--- src/rtl/wb_pkg.sv ---
// wb_pkg: shared state encoding, default widths and byte-lane merge for the Wishbone RAM slave
package wb_pkg;
  typedef enum logic {IDLE, MERGE} state_t;
  localparam int WB_ADR_W = 16;
  localparam int WB_DAT_W = 16;
  function automatic logic [WB_DAT_W-1:0] byte_merge(
    input logic [WB_DAT_W-1:0]   old_d,
    input logic [WB_DAT_W-1:0]   new_d,
    input logic [WB_DAT_W/8-1:0] sel
  );
    for (int i = 0; i < WB_DAT_W/8; i++)
      byte_merge[i*8 +: 8] = sel[i] ? new_d[i*8 +: 8] : old_d[i*8 +: 8];
  endfunction
endpackage

--- src/rtl/wb_ram_slave.sv ---
// wb_ram_slave: Wishbone B4 pipelined slave driving a single-port synchronous RAM
// Partial-word writes become a read followed by a merged write in the MERGE state.
module wb_ram_slave
  import wb_pkg::*;
#(
  parameter int adr_width = WB_ADR_W,
  parameter int dat_width = WB_DAT_W,
  parameter int sel_width = dat_width/8
) (
  input  logic                 clk,
  input  logic                 rst_n,
  input  logic                 wb_cyc_i,
  input  logic                 wb_stb_i,
  input  logic                 wb_we_i,
  input  logic [adr_width-1:0] wb_adr_i,
  input  logic [dat_width-1:0] wb_dat_i,
  input  logic [sel_width-1:0] wb_sel_i,
  output logic                 wb_stall_o,
  output logic                 wb_ack_o,
  output logic [dat_width-1:0] wb_dat_o,
  output logic [adr_width-1:0] ram_a,
  output logic [dat_width-1:0] ram_d,
  input  logic [dat_width-1:0] ram_q,
  output logic                 ram_cen,
  output logic                 ram_wen
);
  state_t               r_state, w_state_nx;
  logic                 r_ack;
  logic [adr_width-1:0] r_adr;
  logic [dat_width-1:0] r_dat;
  logic [sel_width-1:0] r_sel;
  logic                 w_accept, w_full, w_null, w_partial, w_merge;
  assign w_merge    = (r_state == MERGE);
  assign wb_stall_o = w_merge;
  assign w_accept   = wb_cyc_i & wb_stb_i & ~w_merge;
  assign w_full     = wb_we_i & (&wb_sel_i);
  assign w_null     = wb_we_i & ~(|wb_sel_i);
  assign w_partial  = wb_we_i & ~w_full & ~w_null;
  always_comb begin
    w_state_nx = (w_accept & w_partial) ? MERGE : IDLE;
  end
  always_ff @(posedge clk or negedge rst_n) begin
    if (!rst_n) begin
      r_state <= IDLE;
      r_ack   <= 1'b0;
    end else begin
      r_state <= w_state_nx;
      r_ack   <= (w_accept & ~w_partial) | w_merge;
    end
  end
  always_ff @(posedge clk) begin
    if (w_accept & w_partial) begin
      r_adr <= wb_adr_i;
      r_dat <= wb_dat_i;
      r_sel <= wb_sel_i;
    end
  end
  // A merge in flight still writes even if the master has dropped the cycle.
  assign ram_cen  = rst_n & ((w_accept & ~w_null) | w_merge);
  assign ram_wen  = rst_n & ((w_accept & w_full) | w_merge);
  assign ram_a    = w_merge ? r_adr : wb_adr_i;
  assign ram_d    = w_merge ? byte_merge(ram_q, r_dat, r_sel) : wb_dat_i;
  assign wb_ack_o = r_ack & wb_cyc_i;
  assign wb_dat_o = ram_q;
endmodule

--- config.mk ---
export PLATFORM = sky130hd
export DESIGN_NAME = wb_ram_slave
export DESIGN_NICKNAME = d
export VERILOG_FILES = /design/src/rtl/wb_pkg.sv /design/src/rtl/wb_ram_slave.sv
export SDC_FILE = /design/constraint.sdc
export NUM_CORES = 1
export LEC_CHECK = 0
export CORE_MARGIN = 2
export CORE_UTILIZATION = 41
export DETAILED_ROUTE_END_ITERATION = 6
export PLACE_DENSITY = 0.85
export SYNTH_ARGS = -nofsm -noshare
export SYNTH_HDL_FRONTEND = slang
export SYNTH_SLANG_ARGS = --single-unit
--- constraint.sdc ---
create_clock -name clk -period 7.3 [get_ports clk]
set_input_delay 1.825 -clock clk [delete_from_list [all_inputs] [get_ports clk]]
set_output_delay 1.825 -clock clk [all_outputs]
set_load 0.01 [all_outputs]
* Word-level counts from Yosys, hierarchy flattened
Cells that the tools add are included.
Storage, ports and cells: register bits 36, input port bits 55, output and inout port bits 52, word-level logic and storage cells 33
Cells by class: muxes and demuxes 5, bitwise operators 21, reductions and logical operators 2
Operators with widths (number):
- $mux 16 | 2
- $mux 8 | 2
- $and 1x1->1 | 13
- $not 1->1 | 5
- $or 1x1->1 | 3
- $reduce_and 2->1 | 1
- $reduce_or 2->1 | 1
- $mux 1 | 1

* Logic depth before layout (Yosys ltp)
Gate-level depths: netlist (run 1).
depth in word-level cells 8, gate-level depth with buffers 4, mapped depth without buffers 2

* Least setup slack after synthesis (run 1)
No wires, ideal clock.
path type input to register, start in wb_sel_i[1], end reg r_adr[0], enable pin, library setup time 477 ps, arrival time 4590 ps, data required time 6823 ps, slack 2233 ps, stages 2, buffers on the path 0, path through xor2_1 nor3b_1
Between the ends: cells in the longest elaborated chain, start to end 6, elaborated cells on any way between the ends 10, those cells by class bitwise: 8; reduce/logical: 2
Ends and longest elaborated chain:
- from (decl) | line wb_ram_slave.sv:17 | input logic [sel_width-1:0] wb_sel_i,
- $reduce_and 2->1 / $reduce_or 2->1 (equally long branches) | line wb_ram_slave.sv:36, wb_ram_slave.sv:37
- $and 1x1->1 / $not 1->1 (equally long branches) | line wb_ram_slave.sv:36, wb_ram_slave.sv:37
- $not 1->1 / $and 1x1->1 (equally long branches) | line wb_ram_slave.sv:38, wb_ram_slave.sv:37
- $and 1x1->1 / $not 1->1 (equally long branches) | line wb_ram_slave.sv:38 | assign w_partial = wb_we_i & ~w_full & ~w_null;
- $and 1x1->1 * | line wb_ram_slave.sv:38
- $and 1x1->1 * | line wb_ram_slave.sv:52 | if (w_accept & w_partial) begin
- to (signal assigned) | line wb_ram_slave.sv:53 | r_adr <= wb_adr_i;
- to (decl) | line wb_ram_slave.sv:29 | logic [adr_width-1:0] r_adr;
Every way passes the cells marked *; elsewhere a longest branch is shown, timed or not. A chain may end at the register's enable or synchronous reset.

* Worst setup path in the final report (run 1)
start in wb_sel_i[1], end out ram_cen
Between the ends: cells in the longest elaborated chain, start to end 7
Ends and longest elaborated chain:
- $reduce_or 2->1 | line wb_ram_slave.sv:37 | assign w_null = wb_we_i & ~(|wb_sel_i);
- $not 1->1 | line wb_ram_slave.sv:37
- $and 1x1->1 | line wb_ram_slave.sv:37
- $not 1->1 | line wb_ram_slave.sv:59 | assign ram_cen = rst_n & ((w_accept & ~w_null) | w_merge);
- $and 1x1->1 | line wb_ram_slave.sv:59
- $or 1x1->1 | line wb_ram_slave.sv:59
- $and 1x1->1 | line wb_ram_slave.sv:59
- to (decl) | line wb_ram_slave.sv:24 | output logic ram_cen,
No other way between the ends.

==> run metrics, run 1 <==
die area=0.00515 mm^2; die height=71.8 um; Placed Area=0.00282 mm^2; Fin Clk Skew=0.00146 ns; synthesized cell area=0.00188 mm^2; clock root cell=clkbuf_8; Distinct cells, synth=21; CTS Hold Bufs=0; final estimated routing congestion in global placement=0.746; commonest non-fill, non-tap cell in the layout=clkdlybuf4s50_1; later-pin clock latency in the skew report=0.28 ns; CTS Buf Count=5; DRC=0; Peak Freq=197 MHz; TritonCTS clock tree=built; Post-CTS Setup Bufs=0; Total Wirelength=3930 um; maximum vdd drop=0.129 mV; Initial DRC Count=21; Post-Place Worst Slack=2.20 ns; Most Frequent Cell on Critical Path=clkdlybuf4s50_1; PostCTS Resize Cnt=0; Setup crit end kind=output port; Max stage delay on crit path=0.58 ns; Slew @ Worst Pin=1.07 ns; min cycle time layout=5.07 ns; clk slew on worst S/H paths=0.07 ns; Mapped Avg Cell Area=13.9 um^2; Sw Ratio=0.219; DR vias=1330; grt ovf=0; H-tree depth=2; Setup Viol. Count Final=0; Critical Path Source Type=input port; DRT Pass-1 Iters=4; P_int=367 uW; row count=24; Hold/Removal Path Class=reg2reg; share of layout cells above drive strength 1=0.114; first-pass GRT wire length=6220 um; Worst Path Arrival=3.25 ns; Routed WL per cell=14.0 um; IO buf count=106; Starting Density=0.430; setup TNS=0 ns; CP Cell Sequence=clkdlybuf4s50_1, nor4b_1, nor3b_1, clkdlybuf4s50_1; Crit-path slowest cell=clkdlybuf4s50_1; initial antenna violation count=0; Seq/Total Area, Yosys=0.568; CTS max path bufs=2; clock sinks=36; Layout area overhead=54.1%; Register Area=0.00107 mm^2; Flop pwr share=0.504; # IOs=107; Post-Synthesis Cells=136; setup slack after layout=2.23 ns; Finished Core Util=0.662; Routed Antenna Nets=0; max cap viols=0; fillcell total=352; outcome=finished, final reports clean; number of global-route vias before repair=1313; Vias/cell=4.75; pin count of the biggest net entering global routing=55; die width=71.8 um; combinational fraction of design power=0.217; Rel. slew slack=0.286; Yosys reg bits=36; Final Cycle Share=0.695; Yosys warnings=0; Slew Limit Fails=0; design area=0.00290 mm^2; most frequent cells in the layout=106 x clkdlybuf4s50_1, 34 x edfxtp_1, 16 x mux2i_1, 16 x nor2_1, 16 x a21oi_1; total track usage=0.157; Fin. Hold Viols=0; Net Sw Power=103 uW; core area=0.00438 mm^2; Data required, critical path=5.48 ns; CP Class=in2out; Antenna Cells=0; CP Max Fanout=4; Clock Power Share=0.280; Detail Placement HPWL=2990 um; area of the multi-input gates=607 um^2; pwr/cell area=162 mW/mm^2; nets=282; Synth Net Count=191; RSZ-0062 raised after global routing=no; Leakage=1.08 nW
[power groups by stage]
stage / combinational [mW] / clock, mW / sequential, mW
after floorplan: 0.0435 / 0 / 0.237
after global routing: 0.110 / 0.144 / 0.237
after global placement: 0.101 / 0 / 0.241
final: 0.102 / 0.131 / 0.236
after CTS: 0.103 / 0.137 / 0.237
after detailed placement: 0.103 / 0 / 0.241
[routing by layer]
| metal | GRT usage | vias to the layer above | part of all wire |
|---|---|---|---|
| met2 | 0.275 | 56 | 0.52 |
| met3 | 0.0492 | 2 | 0.078 |
| met1 | 0.186 | 601 | 0.40 |
| met4 | 0.0440 | 0 | 0.0038 |
| li1 | - | 671 | - |
| met5 | 0 | - | 0 |
[logic make-up (layout without fill, tap and decap cells)]
logic type | Yosys count | count (layout) | synth area share
flops | 36 | 36 | 0.568
compound gates | 19 | 19 | 0.0531
buf+inv | 25 | 117 | 0.112
mux | 32 | 32 | 0.207
simple gates | 23 | 23 | 0.0551
xor+xnor | 1 | 1 | 0.00465
[worst max-delay path: cells and delay by family]
kind / cells / cell delay (ns)
buffers and inverters: 2 / 1.13
AND/OR/NAND/NOR: 2 / 0.30
[flip-flops by register name (all words and copies together) (netlist names)]
register    cells
r_adr          16
r_ack           1
wb_stall_o      1
r_sel           2
r_dat          16
[final cells by class]
type | instances | area share
clock buffer | 7 | 0.0263
clock inverter | 1 | 0.00129
inverter | 1 | 0.00129
multi-input combinational | 75 | 0.209
sequential | 36 | 0.369
tap | 52 | 0.0224
timing repair buffer | 108 | 0.371
[metrics by stage]
| stage | instances | hold WS [ns] | total power [mW] |
|---|---|---|---|
| 2_1_floorplan | 136 | 0.858 | 0.281 |
| 3_3_place_gp | 272 | 1.06 | 0.342 |
| 3_5_place_dp | 272 | 1.09 | 0.344 |
| 4_1_cts | 280 | 1.10 | 0.476 |
| 5_1_grt | 280 | 1.20 | 0.491 |
| 6_report | 280 | 1.08 | 0.470 |
[final timing paths]
check / from / endpoint / slack [ns] / cells past startpoint
setup / recovery: wb_sel_i[1] / ram_cen / 2.23 / 4
hold / removal: wb_stall_o / r_ack / 1.08 / 2
setup reg to reg: wb_stall_o / r_adr[4] / 5.54 / 2
hold reg to reg: wb_stall_o / r_ack / 1.08 / 2
max in group asynchronous: rst_n / wb_stall_o / 5.37 / 1
min in group asynchronous: rst_n / r_ack / 1.75 / 1
[Yosys cell counts]
cell      instances  area [um^2]
a31oi_1           1         6.26
a21oi_1          16         80.1
xor2_1            1         8.76
o21ai_0           1         5.00
and2_1            1         6.26
buf_12            1         20.0
inv_1             1         3.75
nor2_1           16         60.1
buf_6             2         22.5
buf_8             1         15.0
mux2_2            3         33.8
buf_4            20          150
mux2i_1          16          160
nor4b_1           1         8.76
nand2_1           1         3.75
a21oi_2           1         8.76
mux2_4           13          195
edfxtp_1         34         1020
nor3b_1           2         15.0
dfrtp_1           2         50.1
nand3_1           2         10.0
(Power assumes the default switching activity.)
==> inputs of run 2 (changes only) <==
--- a/config.mk
+++ b/config.mk
@@ -6,9 +6,9 @@
 export NUM_CORES = 1
 export LEC_CHECK = 0
 export CORE_MARGIN = 2
-export CORE_UTILIZATION = 41
+export CORE_UTILIZATION = 35
 export DETAILED_ROUTE_END_ITERATION = 6
-export PLACE_DENSITY = 0.85
+export PLACE_DENSITY = 0.77
 export SYNTH_ARGS = -nofsm -noshare
 export SYNTH_HDL_FRONTEND = slang
 export SYNTH_SLANG_ARGS = --single-unit
==> constraint.sdc (replaced) <==
create_clock -name clk -period 4.18 [get_ports clk]
set_input_delay 1.045 -clock clk [delete_from_list [all_inputs] [get_ports clk]]
set_output_delay 1.045 -clock clk [all_outputs]
set_load 0.01 [all_outputs]
==> run metrics, run 2 (synthesis results as in run 1) <==
total track usage=0.143 (was 0.157); Post-Place Worst Slack=0.671 ns (was 2.20 ns); pin count of the biggest net entering global routing=55 (unchanged); share of layout cells above drive strength 1=0.123 (was 0.114); Final Cycle Share=0.837; clk slew on worst S/H paths=0.06 ns (was 0.07 ns); final estimated routing congestion in global placement=0.806 (was 0.746); grt ovf=0 (unchanged); biggest regs=r_adr x16, r_dat x16, r_sel x2 (unchanged); Hold/Removal Path Class=in2async (was reg2reg); setup slack after layout=0.682 ns (was 2.23 ns); clock sinks=36 (unchanged); min cycle time layout=3.50 ns; Setup Viol. Count Final=0 (unchanged); max cap viols=0 (unchanged); clock root cell=clkbuf_8 (unchanged); area of the multi-input gates=613 um^2 (was 607 um^2); Worst Path Arrival=2.45 ns (was 3.25 ns); maximum vdd drop=0.187 mV (was 0.129 mV); Slew Limit Fails=0 (unchanged); Register Area=0.00107 mm^2 (unchanged); Slew @ Worst Pin=1.12 ns (was 1.07 ns); Routed WL per cell=13.8 um (was 14.0 um); Hold WS=0.964 ns (was 1.08 ns); Critical Path Source Type=input port (unchanged); IO buf count=106 (unchanged); initial antenna violation count=0 (unchanged); DRT Pass-1 Iters=4 (unchanged); later-pin clock latency in the skew report=0.28 ns (about the same); Initial DRC Count=22 (was 21); number of global-route vias before repair=1297 (was 1313); Data required, critical path=3.13 ns (was 5.48 ns); Total Wirelength=4100 um (was 3930 um); CTS max path bufs=2 (unchanged); commonest non-fill, non-tap cell in the layout=clkdlybuf4s50_1 (unchanged); die area=0.00599 mm^2 (was 0.00515 mm^2); nets=282 (unchanged); Fin Clk Skew=0.00476 ns (was 0.00146 ns); Finished Core Util=0.574 (was 0.662); Vias/cell=4.52 (was 4.75); Peak Freq=286 MHz; Leakage=1.09 nW (was 1.08 nW); RSZ-0062 raised after global routing=no (unchanged); Rel. slew slack=0.253 (was 0.286); Fin. Hold Viols=0 (unchanged); DRC=0 (unchanged); Post-CTS Setup Bufs=0 (unchanged); Starting Density=0.367 (was 0.430); Detail Placement HPWL=3060 um (was 2990 um); PostCTS Resize Cnt=0 (unchanged); most frequent cells in the layout=106 x clkdlybuf4s50_1, 34 x edfxtp_1, 16 x mux2i_1, 16 x nor2_1, 16 x a21oi_1 (unchanged); Antenna Cells=0 (unchanged); Layout area overhead=56.7% (was 54.1%); Setup crit end kind=output port (unchanged); core area=0.00514 mm^2 (was 0.00438 mm^2); die height=77.4 um (was 71.8 um); outcome=finished, final reports clean (unchanged); CP Class=in2out (unchanged); placed insts=290 (was 272); CTS Hold Bufs=0 (unchanged); first-pass GRT wire length=6580 um (was 6220 um); row count=26 (was 24); Routed Antenna Nets=0 (unchanged); setup TNS=0 ns (unchanged); DR vias=1348 (was 1330); die width=77.4 um (was 71.8 um); TritonCTS clock tree=built (unchanged); # IOs=107 (unchanged); CP Max Fanout=3 (was 4); Layout Cells excl Fill=298 (was 280); H-tree depth=2 (unchanged); fillcell total=460 (was 352); CTS Buf Count=5 (unchanged); pwr/cell area=290 mW/mm^2 (was 162 mW/mm^2)
[run 2: cell types whose count changed in the layout (fill, tap and decap cells not counted), sizes merged]
| cell | before | now |
|---|---|---|
| clkbuf | 7 | 8 |
| clkinv | 1 | 0 |
[run 2: cell type report]
| cell class | count | area share |
|---|---|---|
| Multi-Input combinational cell | 75 | 0.208 |
| Clock buffer | 8 | 0.0339 |
| Sequential cell | 36 | 0.363 |
| Tap cell | 70 | 0.0297 |
| Inverter | 1 | 0.00127 |
| Timing Repair Buffer | 108 | 0.364 |
[run 2: power breakdown]
group / internal (mW) / switching [mW]
registers: 0.404 / 0.00912
clock network: 0.150 / 0.114
logic: 0.121 / 0.0586
total: 0.675 / 0.182
[run 2: path summary, 6_finish.rpt]
check	from	endpoint	slack, ns	cells past startpoint
max	wb_cyc_i	ram_wen	0.68	4
min	rst_n	r_ack	0.96	1
min in group clk	wb_stall_o	r_ack	1.11	2
max in group asynchronous	rst_n	wb_stall_o	3.04	1
max reg2reg	wb_stall_o	r_dat[9]	2.43	2
min reg2reg	wb_stall_o	r_ack	1.11	2
[run 2: critical path, cell delays in order]
cell,delay [ns]
clkdlybuf4s50_1,0.52
nand3_1,0.15
o21ai_0,0.19
clkdlybuf4s50_1,0.55
[run 2: through the flow]
step	total power, mW	area [um^2]
6_report	0.857	2950
4_1_cts	0.874	2950
3_3_place_gp	0.599	2850
3_5_place_dp	0.602	2850
2_1_floorplan	0.490	1890
5_1_grt	0.898	2950
[run 2: routing by layer]
metal | vias to the layer above | GRT usage | routed length, um | share of wire
met4 | 0 | 0.0518 | 82 | 0.020
li1 | 671 | - | - | -
met3 | 9 | 0.0581 | 351 | 0.086
met5 | - | 0 | 0 | 0
met1 | 605 | 0.168 | 1610 | 0.39
met2 | 63 | 0.236 | 2060 | 0.50
==> inputs of run 3 (changes only) <==
==> constraint.sdc (replaced) <==
create_clock -name clk -period 3.2 [get_ports clk]
set_input_delay 0.8 -clock clk [delete_from_list [all_inputs] [get_ports clk]]
set_output_delay 0.8 -clock clk [all_outputs]
set_load 0.01 [all_outputs]
==> run metrics, run 3 (synthesis results as in run 1) <==
met2 usage=0.253 (was 0.236); Layout area overhead=58.5% (was 56.7%); Fin Clk Skew=0.00237 ns (was 0.00476 ns); Clock Power Share=0.332 (was 0.309); Starting Density=0.367 (unchanged); outcome=finished, final reports clean (unchanged); total track usage=0.145 (was 0.143); Flop pwr share=0.460 (was 0.482); flop-to-flop setup slack=1.67 ns (was 2.43 ns); design area=0.00299 mm^2 (was 0.00295 mm^2); Data required, critical path=2.40 ns (was 3.13 ns); share of layout cells above drive strength 1=0.131 (was 0.123); min cycle time layout=3.08 ns; first-pass GRT wire length=6730 um (was 6580 um); Worst Path Arrival=2.28 ns (was 2.45 ns); Fin. Hold Viols=0 (unchanged); Hold WS=0.717 ns (was 0.964 ns); Critical path buffers and inverters=2 (unchanged); Vias/cell=4.63 (was 4.52); Final Cycle Share=0.961; RSZ-0062 raised after global routing=no (unchanged); Routed Antenna Nets=0 (unchanged); area of the multi-input gates=619 um^2 (was 613 um^2); Register Area=0.00107 mm^2 (unchanged); R2R depth=2 (unchanged); Antenna Cells=0 (unchanged); CP Cell Sequence=clkdlybuf4s50_1, nand3_1, o21ai_0, clkdlybuf4s50_1 (unchanged); reg2reg end=r_dat[12] (was r_dat[9]); Placed Area=0.00287 mm^2 (was 0.00285 mm^2); GR Layer Usage met3=0.0512 (was 0.0581); initial antenna violation count=0 (unchanged); later-pin clock latency in the skew report=0.28 ns (about the same); Sw Ratio=0.211 (was 0.212); Routed WL per cell=14.5 um (was 13.8 um); total power=1.16 mW (was 857 uW); Initial DRC Count=32 (was 22); Setup crit end kind=output port (unchanged); Slew @ Worst Pin=0.552 ns (was 1.12 ns); Leakage=1.10 nW (was 1.09 nW); number of global-route vias before repair=1387 (was 1297); max cap viols=0 (unchanged); die area=0.00599 mm^2 (unchanged); final estimated routing congestion in global placement=0.828 (was 0.806); Detail Placement HPWL=3290 um (was 3060 um); Slew Limit Fails=0 (unchanged); die width=77.4 um (unchanged); Crit-path slowest cell=clkdlybuf4s50_1 (unchanged); Post-CTS Setup Bufs=0 (unchanged); Total Wirelength=4320 um (was 4100 um); met1 GRT Util=0.161 (was 0.168); CP Class=in2out (unchanged); Max stage delay on crit path=0.58 ns (was 0.55 ns); # IOs=107 (unchanged); Most Frequent Cell on Critical Path=clkdlybuf4s50_1 (unchanged); TritonCTS clock tree=built (unchanged); Post-Place Worst Slack=0.119 ns (was 0.671 ns); pin count of the biggest net entering global routing=37 (was 55); setup TNS=0 ns (unchanged); CTS max path bufs=2 (unchanged); clock root cell=clkbuf_8 (unchanged); die height=77.4 um (unchanged); Crit path depth=4 (unchanged); Peak Freq=325 MHz; clock sinks=36 (unchanged); biggest regs=r_adr x16, r_dat x16, r_sel x2 (unchanged); clk slew on worst S/H paths=0.07 ns (was 0.06 ns); Worst setup startpoint=wb_we_i (was wb_cyc_i); commonest non-fill, non-tap cell in the layout=clkdlybuf4s50_1 (unchanged); Critical Path Source Type=input port (unchanged); row count=26 (unchanged); GR peak layer=met2 (unchanged); CP Max Fanout=3 (unchanged); core area=0.00514 mm^2 (unchanged); DRT Pass-1 Iters=4 (unchanged); CTS Hold Bufs=0 (unchanged); setup slack after layout=0.124 ns (was 0.682 ns); IO buf count=106 (unchanged); DR vias=1383 (was 1348); Rel. slew slack=0.632 (was 0.253); fillcell total=473 (was 460); pwr/cell area=390 mW/mm^2 (was 290 mW/mm^2); P_int=918 uW (was 675 uW); DRC=0 (unchanged); Worst path top cell family by delay=buffers and inverters (unchanged); maximum vdd drop=0.269 mV (was 0.187 mV); Hold/Removal Path Class=in2async (unchanged); combinational fraction of design power=0.207 (was 0.209); CTS Buf Count=5 (unchanged); H-tree depth=2 (unchanged); grt ovf=0 (unchanged); crit path to=ram_wen (unchanged); worst flop-to-flop path startpoint=wb_stall_o (unchanged); Setup Viol. Count Final=0 (unchanged); Net Sw Power=245 uW (was 182 uW); nets=283 (was 282); most frequent cells in the layout=106 x clkdlybuf4s50_1, 34 x edfxtp_1, 16 x mux2i_1, 16 x nor2_1, 16 x a21oi_1 (unchanged)
-- run 3: cell count changes in the layout (fill, tap and decap cells not counted) --
cell,before,now
buf_12,0,1
bufinv_16,0,1
clkbuf_8,7,5
clkinv_2,0,1
nor4b_1,1,0
nor4b_2,0,1
-- run 3: worst register-to-register path, stage by stage (launching register included) --
cell	delay (ns)
dfrtp_2	0.61
nor3b_4	0.27
buf_4	0.32
-- run 3: timing repair --
action | in CTS | in global routing
gates resized for setup | 0 | 1
endpoints found under the hold margin | 0 | 0
endpoints found under the setup margin | 0 | 1
-- run 3: stage by stage --
step,utilization,std cells
final,0.581,299
after global routing,0.581,299
after CTS,0.580,299
after detailed placement,0.559,291
after global placement,0.559,291
after floorplan,-,136
-- run 3: worst min-delay path by stage --
stage,endpoint,cells after the start
floorplan,r_ack,0
global placement,r_ack,2
detailed placement,r_ack,2
CTS,r_ack,1
global route,r_ack,1
finish,r_ack,1
-- run 3: power by group through the flow --
stage               Clock (mW)  Sequential [mW]  Combinational (mW)
floorplan                    0            0.541              0.0995
global placement             0            0.546               0.239
detailed placement           0            0.546               0.243
CTS                      0.401            0.536               0.244
global route             0.421            0.537               0.257
finish                   0.386            0.536               0.241
-- run 3: layer usage --
layer	vias up	share of wire
li1	676	-
met1	634	0.40
met2	65	0.51
met3	8	0.076
met4	0	0.017
met5	-	0
-- run 3: layout make-up --
cell class,instances,share of cell area
clock inverters,2,0.0117
multi-input cells,75,0.207
clock buffers,6,0.0243
inverters,1,0.00126
flip-flops and latches,36,0.359
repair buffers,109,0.367
well taps,70,0.0293
